==> config.mk <==
export PLATFORM = sky130hd
export DESIGN_NAME = player_ctl
export DESIGN_NICKNAME = d
export VERILOG_FILES = /design/src/rtl/player_ctl.sv
export SDC_FILE = /design/constraint.sdc
export NUM_CORES = 1
export LEC_CHECK = 0
export ABC_AREA = 1
export BUFFER_PORTS_ARGS = -buffer_cell sky130_fd_sc_hd__buf_2
export CAP_MARGIN = 20
export CORE_MARGIN = 5
export CORE_UTILIZATION = 55
export CTS_CLUSTER_SIZE = 20
export DETAILED_ROUTE_END_ITERATION = 6
export PLACE_DENSITY = 0.77
export SYNTH_ARGS = -nofsm -noshare
export SYNTH_HDL_FRONTEND = slang
export SYNTH_SLANG_ARGS = --single-unit
==> constraint.sdc <==
create_clock -name clk -period 3.2 [get_ports clk]
set_input_delay 0.64 -clock clk [delete_from_list [all_inputs] [get_ports clk]]
set_output_delay 0.64 -clock clk [all_outputs]
set_load 0.02 [all_outputs]
==> src/rtl/player_ctl.sv <==
// Per-frame player motion controller: horizontal direction FSM and
// vertical jump FSM, both updated once per vblank rising edge.
package state_pkg;
  typedef enum logic [1:0] {
    IDLE  = 2'd0,
    LEFT  = 2'd1,
    RIGHT = 2'd2
  } State;
endpackage

module player_ctl
  import state_pkg::*;
#(
  parameter int X_MIN    = 0,
  parameter int X_MAX    = 984,
  parameter int X_START  = 100,
  parameter int Y_GROUND = 440,
  parameter int STEP     = 4,
  parameter int JUMP_V0  = 12,
  parameter int GRAVITY  = 1
) (
  input  logic        clk,
  input  logic        rst_n,
  input  logic        vblnk,
  input  logic        btn_left,
  input  logic        btn_right,
  input  logic        btn_jump,
  output logic [11:0] player_xpos,
  output logic [11:0] player_ypos,
  output State        state,
  output logic        in_air
);

  typedef enum logic [1:0] {
    GROUND = 2'd0,
    RISE   = 2'd1,
    FALL   = 2'd2
  } vstate_t;

  localparam logic [12:0] XMIN13  = 13'(X_MIN);
  localparam logic [12:0] XMAX13  = 13'(X_MAX);
  localparam logic [12:0] STEP13  = 13'(STEP);
  localparam logic [12:0] YGND13  = 13'(Y_GROUND);
  localparam logic [8:0]  GRAV9   = 9'(GRAVITY);
  localparam logic [7:0]  GRAV8   = 8'(GRAVITY);
  localparam logic [7:0]  V0      = 8'(JUMP_V0);

  logic [2:0]  btn_s1;
  logic [2:0]  btn_s2;
  logic        vblnk_q;
  logic        tick;
  logic        l;
  logic        r;
  logic        j;

  vstate_t     vst;
  vstate_t     vst_n;
  State        state_n;
  logic [7:0]  vy;
  logic [7:0]  vy_n;
  logic [11:0] x_n;
  logic [11:0] y_n;

  logic [12:0] x13;
  logic [12:0] x_dec;
  logic [12:0] x_inc;
  logic [7:0]  vy_sub;
  logic [8:0]  vy_sum;
  logic [7:0]  vy_add;
  logic [12:0] y_fall;

  assign l      = btn_s2[0];
  assign r      = btn_s2[1];
  assign j      = btn_s2[2];
  assign tick   = vblnk & ~vblnk_q;
  assign in_air = (vst != GROUND);

  always_ff @(posedge clk or negedge rst_n) begin
    if (!rst_n) begin
      btn_s1      <= '0;
      btn_s2      <= '0;
      vblnk_q     <= 1'b0;
      state       <= IDLE;
      vst         <= GROUND;
      vy          <= '0;
      player_xpos <= 12'(X_START);
      player_ypos <= 12'(Y_GROUND);
    end else begin
      btn_s1      <= {btn_jump, btn_right, btn_left};
      btn_s2      <= btn_s1;
      vblnk_q     <= vblnk;
      state       <= state_n;
      vst         <= vst_n;
      vy          <= vy_n;
      player_xpos <= x_n;
      player_ypos <= y_n;
    end
  end

  // Clamp in 13 bits so a step below X_MIN never wraps.
  always_comb begin
    x13   = {1'b0, player_xpos};
    x_dec = (x13 >= XMIN13 + STEP13) ? x13 - STEP13 : XMIN13;
    x_inc = (x13 + STEP13 > XMAX13) ? XMAX13 : x13 + STEP13;
  end

  always_comb begin
    vy_sub = (vy > GRAV8) ? vy - GRAV8 : 8'd0;
    vy_sum = {1'b0, vy} + GRAV9;
    vy_add = vy_sum[8] ? 8'hff : vy_sum[7:0];
    y_fall = {1'b0, player_ypos} + {5'd0, vy_add};
  end

  always_comb begin
    state_n = state;
    x_n     = player_xpos;
    if (tick) begin
      unique case (1'b1)
        (l & ~r): begin
          state_n = LEFT;
          x_n     = x_dec[11:0];
        end
        (r & ~l): begin
          state_n = RIGHT;
          x_n     = x_inc[11:0];
        end
        default: state_n = IDLE;
      endcase
    end
  end

  always_comb begin
    vst_n = vst;
    vy_n  = vy;
    y_n   = player_ypos;
    if (tick) begin
      unique case (vst)
        GROUND: begin
          if (j) begin
            vst_n = RISE;
            vy_n  = V0;
          end
        end
        RISE: begin
          y_n  = player_ypos - {4'd0, vy};
          vy_n = vy_sub;
          if (vy_sub == 8'd0) vst_n = FALL;
        end
        FALL: begin
          if (y_fall >= YGND13) begin
            y_n   = YGND13[11:0];
            vy_n  = 8'd0;
            vst_n = GROUND;
          end else begin
            y_n  = y_fall[11:0];
            vy_n = vy_add;
          end
        end
        default: vst_n = GROUND;
      endcase
    end
  end

endmodule

==> reports/results.tsv, run 1 <==
stage	metric	value	unit
critical_path	critPathKind	reg2reg	
timing	setup_viol	0	
placed_design	io_buffer_count	30	
route	drtIter0Drc	292	
cts	worst_skew_pair.late_latency	300	ps
global_routing	grt.overflow.total	0	
power	power_density	1023	nW/µm²
route	viasPerCell	5.559	
yosys	yosysWarnings	0	
critical_path	crit_start	vy[1]$_DFFE_PN0P_	
yosys	syn-cell-area	3804	µm²
timing	rsz0062_at_grt	yes	
worst_hold_path	hold_path_class	reg2reg	
cts	path_clk_slew	90	ps
critical_path	cp_max_fo	9	
yosys	seq_area_frac_synth	27.24	%
cells_and_area	seq_area	1036	µm²
critical_path	rr_startpoint	vy[1]$_DFFE_PN0P_	
yosys	synth_area_leaders	dfrtp_1 (22%), nand2_1 (18%), ha_1 (9.2%), inv_1 (7.7%), nand3_1 (6.6%)	
power	swShare	52.62	%
critical_path	endpoint	vy[7]$_DFFE_PN0P_	
critical_path	r2r-end	vy[7]$_DFFE_PN0P_	
job	max_cap_viol_count	0	
power	irDropWorstVdd	0.0004898	V
yosys	netlist_top_cells_count	nand2_1 (187), inv_1 (78), nor2_1 (58)	
cts	clk_path_buf_depth	2	
cts	cts-root-buf	clkbuf_8	
route	drc_errors	0	
floorplan	start_util	56.30	%
power	p_leak	0.002317	µW
yosys	ys.flop_type	dfrtp_1	
route	num_vias	3925	
power	power.total	4414	µW
status	status	finished clean	
timing	fmax	328.1	MHz
yosys	synthCells	582	
timing	fin_ws	151.9	ps
route	wirelength	9.995	mm
critical_path	reg2reg_depth	22	
timing	tns	0	ps
floorplan	fp-row-count	30	
cts	clock-sinks	41	
floorplan	die_area	8679	µm²
timing	relSlewSlack	37.31	%
cts	cts_buffers	5	
yosys	synth_top_area_share	21.71	%
route	wl_met3	508	µm
critical_path	crit_required	3440	ps
critical_path	r2r_setup_slack	150	ps
floorplan	io_pins	33	
cells_and_area	fillers	627	
critical_path	end_kind	flip-flop	
global_routing	grt_pass1_wl	16.24	mm
global_routing	grt_antenna_before_repair	0	
yosys	synth_edf_count	0	
timing	drv_slew	0	
power	comb_power_share	68.3	%
timing	period_needed	3048	ps
global_routing	grt_pass1_vias	3639	
placed_design	hpwl	7.611	mm
placed_design	place_ws	111.5	ps
route	wl_met1	4.232	mm
route	wire_per_inst	14.16	µm
power	p_int	2091	µW
floorplan	fp.dieW	93.16	µm
timing	finalCritPeriodShare	95.25	%
cts	hold_buffers	0	
yosys	yosysTopAreaCell	dfrtp_1	
yosys	ys_types	39	
yosys	syn_area_per_cell	6.535	µm²
timing	worst_pin_slew	940.3	ps
power	clkPwrFrac	9.9	%
floorplan	core_area	6756	µm²
power	p_sw	2322	µW
cells_and_area	drive_above_1_share	16.93	%
yosys	ys_ff_latch	41	
route	ant_nets	0	
route	wl_met2	5.069	mm
cells_and_area	antennaDiodeCount	0	
critical_path	worstSetupStartpointType	flip-flop	
cts	cts_tree	done	
floorplan	die_h	93.16	µm
route	top_layer_used	met4	
cells_and_area	multi_input_area	2479	µm²
global_routing	grt_usage	23.10	%
timing	fin_worst_skew	7.690	ps
timing	finalHoldViolCount	0	
route	dr.pass1.iters	5	
yosys	yosysMostFrequentCell	nand2_1	
yosys	postSynth.asyncResetShare	100.0	%
cts	cts.htree.levels	2	
placed_design	gp_congestion	0.9358	
cells_and_area	area_delta_synth_final	13.39	%
power	p_seq_share	21.8	%
global_routing	grt_max_degree	42	
cells_and_area	finish.utilization	63.83	%
critical_path	cp.arrival	3290	ps
cells_and_area	fin_nets	661	
cell families (layout without fill, tap and decap cells):
| family | Yosys count | count (layout) | synth area share (%) |
|---|---|---|---|
| simple gates | 340 | 340 | 38.85 |
| other cells | 1 | 2 | 0.09859 |
| fa+ha+maj | 30 | 30 | 10.26 |
| compound gates | 61 | 61 | 9.342 |
| flops | 41 | 41 | 27.24 |
| buf+inv | 93 | 136 | 10.53 |
| xor+xnor | 16 | 16 | 3.684 |
worst max-delay path: stages, from the launching register on:
cell and delay [ps]:
dfrtp_1 360, ha_2 180, nand2_1 60, inv_2 70, nand2_2 70, nor2_4 150, nand4_1 130, nand2_1 140
ha_2 190, inv_1 60, fa_2 380, inv_2 90, nand3_4 70, nor2_1 100, nor2_1 70, xor2_1 180
nand2_1 80, nand2_1 120, buf_4 200, nand3_1 100, nand2_1 70, nand2_1 50, nand2_1 50
cell type report:
class | instances | share of cell area (%)
clock buffer | 5 | 1.596
clock inverter | 3 | 1.015
inverter | 81 | 7.050
multi-input combinational | 449 | 57.47
sequential | 41 | 24.02
tap | 80 | 2.321
timing repair buffer | 47 | 6.527
cells in the final DEF, fill, tap and decap left out, types with 4 or more instances in the layout:
cell	count
nand3_1	48
dfrtp_1	33
nand2_2	8
o21ai_1	4
nand4_1	16
inv_2	4
nand3b_1	5
or2_2	4
buf_4	16
nor2_2	4
clkbuf_8	5
nor2_1	56
buf_2	30
xor2_1	14
dfstp_2	8
nand2_1	182
a21boi_1	8
nor3_1	6
o21ai_0	17
inv_1	76
a21oi_1	16
nand3_2	5
ha_1	22
metal layers:
layer	vias up	global-route usage, %
met5	-	0
met4	0	8.791
met3	20	3.057
met2	142	39.77
met1	1819	29.39
li1	1944	-
sequential cells by signal, indices dropped and copies added (netlist names):
| register | flops |
|---|---|
| btn_s1 | 3 |
| player_xpos | 10 |
| player_ypos | 12 |
| btn_s2 | 3 |
| vst | 2 |
| vblnk_q | 1 |
| state | 2 |
| vy | 8 |
metrics by stage:
stage / std cells / hold slack [ps] / area, µm²
global route: 706 / 371.5 / 4313
detailed placement: 693 / 340.2 / 4051
finish: 706 / 356.7 / 4313
floorplan: 583 / 331.2 / 3807
CTS: 701 / 361.7 / 4164
global placement: 693 / 333.2 / 4051
power by group through the flow:
stage / Sequential [µW] / Clock, µW / Combinational [µW]
final: 962 / 437 / 3010
after global routing: 993 / 468 / 3360
after CTS: 944 / 447 / 2750
after detailed placement: 953 / 0 / 2740
after global placement: 948 / 0 / 2670
after floorplan: 1040 / 0 / 1970
worst min path at each step:
stage                             start                   to  slack, ps  cells after the start
global placement    btn_s1[0]$_DFF_PN0_  btn_s2[0]$_DFF_PN0_        330                      0
finish              btn_s1[0]$_DFF_PN0_  btn_s2[0]$_DFF_PN0_        360                      0
CTS                 btn_s1[1]$_DFF_PN0_  btn_s2[1]$_DFF_PN0_        360                      0
global route        btn_s1[0]$_DFF_PN0_  btn_s2[0]$_DFF_PN0_        370                      0
detailed placement  btn_s1[2]$_DFF_PN0_  btn_s2[2]$_DFF_PN0_        340                      0
floorplan           btn_s1[0]$_DFF_PN0_  btn_s2[0]$_DFF_PN0_        330                      0
what timing repair did:
action,4_1_cts,5_1_grt
resized for setup,0,32
setup buffers,0,5
endpoints found under the setup margin,0,19
No activity file was read; power rests on OpenSTA's default activity.
==> inputs of run 2 (changes only) <==
--- a/config.mk
+++ b/config.mk
@@ -5,14 +5,13 @@
 export SDC_FILE = /design/constraint.sdc
 export NUM_CORES = 1
 export LEC_CHECK = 0
-export ABC_AREA = 1
 export BUFFER_PORTS_ARGS = -buffer_cell sky130_fd_sc_hd__buf_2
 export CAP_MARGIN = 20
 export CORE_MARGIN = 5
 export CORE_UTILIZATION = 55
 export CTS_CLUSTER_SIZE = 20
 export DETAILED_ROUTE_END_ITERATION = 6
-export PLACE_DENSITY = 0.77
+export PLACE_DENSITY = 0.78
 export SYNTH_ARGS = -nofsm -noshare
 export SYNTH_HDL_FRONTEND = slang
 export SYNTH_SLANG_ARGS = --single-unit
==> reports/results.tsv, run 2 <==
stage	metric	value	unit	change
cts	cts.htree.levels	2		unchanged
status	violations	negative setup slack		
critical_path	end_kind	flip-flop		unchanged
cells_and_area	finish.utilization	76.10	%	was 63.83%
yosys	synth_mux_area_share	1.790	%	was 0%
yosys	synth_top_family_by_area	compound AO/OA/AOI/OAI gates		was simple AND/OR/NAND/NOR gates
timing	drv_slew	0		unchanged
yosys	seq_area_frac_synth	28.50	%	was 27.24%
cts	cts-root-buf	clkbuf_8		unchanged
route	ant_nets	0		unchanged
worst_hold_path	hold_path_class	reg2reg		unchanged
placed_design	place_ws	-215.1	ps	was 111.5 ps
yosys	synthCells	456		was 582
cts	worst_skew_pair.late_latency	310	ps	was 300 ps
route	drc_errors	0		unchanged
yosys	ys_types	71		was 39
critical_path	reg2reg_depth	14		was 22
timing	setup_viol	19		was 0
cts	clock-sinks	41		unchanged
placed_design	gp_congestion	0.9482		was 0.9358
timing	fin_worst_skew	8.518	ps	was 7.690 ps
floorplan	fp-row-count	29		was 30
cells_and_area	area_delta_synth_final	33.70	%	was 13.39%
timing	finalHoldViolCount	0		unchanged
global_routing	grt_max_degree	42		unchanged
route	num_vias	4055		was 3925
floorplan	die_area	8335	µm²	was 8679 µm²
cts	clk_path_buf_depth	2		unchanged
route	viasPerCell	6.530		was 5.559
cts	hold_buffers	0		unchanged
power	irDropWorstVdd	0.0009156	V	was 0.0004898 V
global_routing	grt_usage	26.44	%	was 23.10%
floorplan	die_h	91.30	µm	was 93.16 µm
timing	rsz0062_at_grt	yes		unchanged
timing	relSlewSlack	35.72	%	was 37.31%
yosys	yosysTopAreaCell	dfrtp_1		unchanged
critical_path	worstSetupStartpointType	flip-flop		unchanged
cts	path_clk_slew	90	ps	about the same
timing	finalCritPeriodShare	109.5	%	was 95.25%
cells_and_area	drive_above_1_share	34.19	%	was 16.93%
yosys	yosysMostFrequentCell	nand2_1		unchanged
cells_and_area	largest_register_ff_count	12		unchanged
floorplan	io_pins	33		unchanged
yosys	synth_top_area_share	22.72	%	was 21.71%
global_routing	grt_pass1_vias	3852		was 3639
route	wirelength	11.91	mm	was 9.995 mm
cts	cts_buffers	5		unchanged
critical_path	critPathKind	reg2reg		unchanged
yosys	synth_area_leaders	dfrtp_1 (23%), ha_1 (9.6%), dfstp_2 (5.8%), o21ai_0 (5.0%), nand2_1 (4.3%)		was dfrtp_1 (22%), nand2_1 (18%), ha_1 (9.2%), inv_1 (7.7%), nand3_1 (6.6%)
critical_path	cp.arrival	3690	ps	was 3290 ps
timing	worst_pin_slew	964.2	ps	was 940.3 ps
cells_and_area	reg.largest.list	player_ypos: 12 flops, player_xpos: 10 flops, vy: 8 flops		unchanged
worst_hold_path	min_path_cells	0		unchanged
global_routing	grt_pass1_wl	18.22	mm	was 16.24 mm
job	max_cap_viol_count	0		unchanged
critical_path	crit_required	3390	ps	was 3440 ps
cells_and_area	final_cell_mix	buf_4 (66), nand2_1 (40), nor2_1 (31), dfrtp_1 (31), buf_2 (30)		was nand2_1 (182), inv_1 (76), nor2_1 (56)
yosys	ys.flop_type	dfrtp_1		unchanged
floorplan	start_util	56.92	%	was 56.30%
yosys	ys_ff_latch	41		unchanged
yosys	netlist_top_cells_count	nand2_1 (42), o21ai_0 (36), dfrtp_1 (33), inv_1 (33), nor2_1 (32)		was nand2_1 (187), inv_1 (78), nor2_1 (58)
floorplan	fp.dieW	91.30	µm	was 93.16 µm
cells_and_area	final_common_cell	buf_4		was nand2_1
placed_design	dpl.cell_count	604		was 693
cells_and_area	antennaDiodeCount	0		unchanged
yosys	postSynth.asyncResetShare	100.0	%	unchanged
route	wire_per_inst	19.18	µm	was 14.16 µm
floorplan	core_area	6386	µm²	was 6756 µm²
yosys	synth_fa_ha_area_share	10.74	%	was 10.26%
timing	fin_ws	-303.4	ps	was 151.9 ps
yosys	yosysWarnings	0		unchanged
global_routing	grt_antenna_before_repair	0		unchanged
placed_design	hpwl	8.179	mm	was 7.611 mm
cells_and_area	stdcell_count	621		was 706
global_routing	grt.overflow.total	0		unchanged
placed_design	io_buffer_count	30		unchanged
timing	fmax	285.4	MHz	was 328.1 MHz
critical_path	cp_max_fo	8		was 9
yosys	synth_edf_count	0		unchanged
yosys	yosys.area_share.simple	22.41	%	was 38.85%
yosys	syn_area_per_cell	7.971	µm²	was 6.535 µm²
yosys	synth_xor_area_share	3.855	%	was 3.684%
route	drtIter0Drc	392		was 292
yosys	synth_compound_area_share	26.23	%	was 9.342%
cts	cts_tree	done		unchanged
status	status	complete, but fails checks		was finished clean
timing	period_needed	3503	ps	was 3048 ps
power	p_leak	0.002085	µW	was 0.002317 µW
cells_and_area	top_register	player_ypos		unchanged
yosys	syn-cell-area	3635	µm²	was 3804 µm²
route	dr.pass1.iters	4		was 5
cells_and_area	fin_nets	579		was 661
power	power_density	1150	nW/µm²	was 1023 nW/µm²
[run 2: final timing paths]
| path | startpoint | to | slack [ps] |
|---|---|---|---|
| setup / recovery | vy[5]$_DFFE_PN0P_ | vy[0]$_DFFE_PN0P_ | -300 |
| hold / removal | btn_s1[2]$_DFF_PN0_ | btn_s2[2]$_DFF_PN0_ | 350 |
| setup reg to reg | vy[5]$_DFFE_PN0P_ | vy[0]$_DFFE_PN0P_ | -300 |
| hold reg to reg | btn_s1[2]$_DFF_PN0_ | btn_s2[2]$_DFF_PN0_ | 350 |
| max in group asynchronous | rst_n | vy[1]$_DFFE_PN0P_ | 2090 |
| min in group asynchronous | rst_n | vy[2]$_DFFE_PN0P_ | 470 |
[run 2: critical path, cell delays in order (launching register included)]
cell and delay (ps):
dfrtp_1 390, inv_2 60, nor3_4 320, buf_6 160, a31oi_4 90, inv_2 90
ha_4 200, a211oi_4 220, o21bai_4 170, mux2_4 310, or4_4 410, a311o_2 420
buf_4 200, a32oi_2 230, o31ai_2 100
[run 2: what timing repair did]
item,in CTS,in global routing
gates resized for setup,25,33
pin swaps,7,13
endpoints found under the setup margin,19,19
endpoints found under the hold margin,0,0
gates cloned,1,0
setup buffers,6,4
[run 2: kinds of logic (layout without fill, tap and decap cells)]
family	Yosys count	in the layout
compound gates	140	140
xor+xnor	16	16
fa+ha+maj	30	30
buf+inv	57	144
flops	41	41
mux	6	6
other cells	1	2
simple gates	165	165
[run 2: cell type report]
cell class / count / area (µm²)
Fill cell: 412 / 1526
Sequential cell: 41 / 1039
Clock inverter: 3 / 46.29
Timing Repair Buffer: 102 / 716.9
Multi-Input combinational cell: 359 / 2759
Inverter: 34 / 133.9
Tap cell: 77 / 96.34
Clock buffer: 5 / 68.82
[run 2: layer usage]
| metal | vias to the layer above | global-route usage [%] | routed length, µm |
|---|---|---|---|
| li1 | 1845 | - | - |
| met4 | 0 | 9.046 | 335 |
| met2 | 226 | 44.89 | 5864 |
| met3 | 45 | 4.050 | 850 |
| met1 | 1939 | 34.23 | 4862 |
| met5 | - | 0 | 0 |
[run 2: where the power goes]
group          total (µW)  internal, µW  switching [µW]
Sequential           1060           735             329
Combinational        4070          1830            2250
Clock                 452           234             218
[run 2: per-stage QoR]
stage                     area [µm²]  hold WS [ps]  TNS, ps  total power [µW]
after floorplan                 3796         331.2   -553.2              3409
after global placement          4415         332.2    -1433              4454
after detailed placement        4415         341.8    -3057              4578
after CTS                       4713         361.1    -2318              5200
after global routing            4860         370.1    -6503              5951
final                           4860         354.0    -3613              5589
==> inputs of run 3 (changes only) <==
--- a/config.mk
+++ b/config.mk
@@ -12,6 +12,7 @@
 export CTS_CLUSTER_SIZE = 20
 export DETAILED_ROUTE_END_ITERATION = 6
 export PLACE_DENSITY = 0.78
+export SETUP_SLACK_MARGIN = 0.15
 export SYNTH_ARGS = -nofsm -noshare
 export SYNTH_HDL_FRONTEND = slang
 export SYNTH_SLANG_ARGS = --single-unit
==> reports/results.tsv, run 3 (same netlist as run 2, synthesis figures left out) <==
stage	metric	value	unit	change
route	ant_nets	0		unchanged
cells_and_area	drive_above_1_share	35.62	%	was 34.19%
global_routing	grt.overflow.total	0		unchanged
route	viasPerCell	6.886		was 6.530
timing	relSlewSlack	34.68	%	was 35.72%
cells_and_area	multi_input_area	2818	µm²	was 2759 µm²
cts	cts_tree	done		unchanged
timing	tns	-5027	ps	was -3613 ps
floorplan	core_area	6386	µm²	unchanged
critical_path	worstSetupStartpointType	flip-flop		unchanged
timing	fin_ws	-328.4	ps	was -303.4 ps
placed_design	io_buffer_count	30		unchanged
status	status	complete, but fails checks		unchanged
timing	worst_pin_slew	979.9	ps	was 964.2 ps
cells_and_area	top_register	player_ypos		unchanged
cts	cts-root-buf	clkbuf_8		unchanged
critical_path	crit_slowest_cell	a311o_2		unchanged
timing	drv_slew	0		unchanged
power	power_density	1165	nW/µm²	was 1150 nW/µm²
route	drc_errors	0		unchanged
power	irDropWorstVdd	0.0009925	V	was 0.0009156 V
cells_and_area	final_common_cell	buf_4		unchanged
critical_path	worstPathCellList	inv_4 > nor4_4 > buf_4 > nand2_4 > nor3_2 > a21oi_1 > buf_4 > ha_4 > nand3_4 > a2111o_1 > nand3_2 > xnor2_1 > a311o_2 > a221oi_4 > mux2i_1		was inv_2 > nor3_4 > buf_6 > a31oi_4 > inv_2 > ha_4 > a211oi_4 > o21bai_4 > mux2_4 > or4_4 > a311o_2 > buf_4 > a32oi_2 > o31ai_2
cts	path_clk_slew	100	ps	was 90 ps
cells_and_area	stdcell_count	630		was 621
timing	finalCritPeriodShare	110.3	%	was 109.5%
placed_design	dpl.cell_count	603		was 604
worst_hold_path	hp-start	btn_s1[0]$_DFF_PN0_		was btn_s1[2]$_DFF_PN0_
placed_design	hpwl	8.021	mm	was 8.179 mm
job	max_cap_viol_count	0		unchanged
route	dr.pass1.iters	6		was 4
cells_and_area	antennaDiodeCount	0		unchanged
critical_path	critPathKind	reg2reg		unchanged
critical_path	crit_start	vy[0]$_DFFE_PN0P_		was vy[5]$_DFFE_PN0P_
cells_and_area	fin_nets	588		was 579
timing	fin_worst_skew	12.23	ps	was 8.518 ps
critical_path	r2r_setup_slack	-330	ps	was -300 ps
critical_path	crit_required	3440	ps	was 3390 ps
cts	cts.htree.levels	2		unchanged
cells_and_area	final_cell_mix	buf_4 (70), nand2_1 (40), nor2_1 (31), dfrtp_1 (31), buf_2 (30)		was buf_4 (66), nand2_1 (40), nor2_1 (31), dfrtp_1 (31), buf_2 (30)
route	drtIter0Drc	556		was 392
cts	clk_path_buf_depth	2		unchanged
timing	period_needed	3528	ps	was 3503 ps
critical_path	worst_path_most_repeated_cell	buf_4		was inv_2
status	violations	negative setup slack		unchanged
floorplan	fp-row-count	29		unchanged
cells_and_area	reg.largest.list	player_ypos: 12 flops, player_xpos: 10 flops, vy: 8 flops		unchanged
placed_design	gp_congestion	0.9664		was 0.9482
placed_design	place_ws	-267.8	ps	was -215.1 ps
power	p_leak	0.002181	µW	was 0.002085 µW
cells_and_area	largest_register_ff_count	12		unchanged
critical_path	cp_max_fo	6		was 8
cells_and_area	fillers	365		was 412
floorplan	io_pins	33		unchanged
timing	rsz0062_at_grt	yes		unchanged
global_routing	grt_usage	27.35	%	was 26.44%
critical_path	rr_startpoint	vy[0]$_DFFE_PN0P_		was vy[5]$_DFFE_PN0P_
global_routing	grt_pass1_vias	3863		was 3852
cts	clock-sinks	41		unchanged
floorplan	fp.dieW	91.30	µm	unchanged
cells_and_area	area_delta_synth_final	38.38	%	was 33.70%
route	wire_per_inst	21.14	µm	was 19.18 µm
timing	fmax	283.4	MHz	was 285.4 MHz
critical_path	cp.arrival	3770	ps	was 3690 ps
timing	finalHoldViolCount	0		unchanged
cts	worst_skew_pair.late_latency	310	ps	about the same
global_routing	grt_max_degree	42		unchanged
cts	cts_buffers	5		unchanged
critical_path	end_kind	flip-flop		unchanged
critical_path	cpPeakStageDelay	480	ps	was 420 ps
cells_and_area	design_area	5030	µm²	was 4860 µm²
global_routing	grt_antenna_before_repair	0		unchanged
cells_and_area	seq_area	1039	µm²	unchanged
global_routing	grt_pass1_wl	18.95	mm	was 18.22 mm
route	wirelength	13.32	mm	was 11.91 mm
floorplan	start_util	56.92	%	unchanged
placed_design	place_area	4395	µm²	was 4415 µm²
timing	setup_viol	19		unchanged
worst_hold_path	hold_path_class	reg2reg		unchanged
timing	hold-worst-slack	356.1	ps	was 354.0 ps
floorplan	die_h	91.30	µm	unchanged
route	num_vias	4338		was 4055
floorplan	die_area	8335	µm²	unchanged
## run 3: cell types whose count changed in the layout (fill, tap and decap cells not counted), moves of 2 or more
cell / change
inv_2: -2
a21boi_0: -2
a221oi_4: +2
a31oi_4: +2
buf_6: +5
a221oi_2: -2
a31oi_2: -2
a21boi_1: +2
buf_4: +4
nor3_2: +2
## run 3: critical path: cells and delay by family, from the launching register on
kind                     cells  cell delay (ps)
AO/OA/AOI/OAI                4             1270
XOR/XNOR                     1               90
adder cells (fa/ha/maj)      1              310
buffers and inverters        3              430
flip-flops                   1              430
multiplexers                 1              220
AND/OR/NAND/NOR              5              700
## run 3: final timing paths
kind	endpoint	depth (start not counted)
max	vst[0]$_DFFE_PN0P_	15
min	btn_s2[0]$_DFF_PN0_	0
max reg2reg	vst[0]$_DFFE_PN0P_	15
min reg2reg	btn_s2[0]$_DFF_PN0_	0
max in group asynchronous	vy[0]$_DFFE_PN0P_	1
min in group asynchronous	player_ypos[0]$_DFFE_PN0P_	1
## run 3: layout make-up
class,instances,share of cell area (%)
Clock inverter,3,1.368
Clock buffer,5,1.368
Inverter,34,2.711
Sequential cell,41,20.65
Timing Repair Buffer,111,15.97
Multi-Input combinational cell,359,56.02
Tap cell,77,1.915
## run 3: stage by stage
| step | total power, µW | util, % |
|---|---|---|
| floorplan | 3413 | - |
| detailed placement | 4566 | 68.83 |
| finish | 5860 | 78.76 |
| global placement | 4436 | 68.83 |
| CTS | 5343 | 74.65 |
| global route | 6168 | 78.76 |
## run 3: report_power, final
part | internal [µW] | leakage [µW] | switching [µW]
registers | 734 | 0.000485 | 328
logic | 1870 | 0.00163 | 2390
clock network | 315 | 0.0000687 | 227
## run 3: per-layer routing
layer	share of wire [%]	global-route usage [%]	vias up	wire, µm
met5	0	0	-	0
met2	47	44.65	337	6263
met3	9.7	3.719	104	1287
met1	37	35.71	2030	4871
li1	-	-	1867	-
met4	6.7	12.96	0	894
## run 3: repair_timing
action / in CTS / in global routing
pin swaps: 14 / 21
resized for setup: 33 / 39
hold buffers: 0 / 0
buffers inserted: 8 / 10
gates cloned: 1 / 0
setup endpoints to repair: 19 / 19
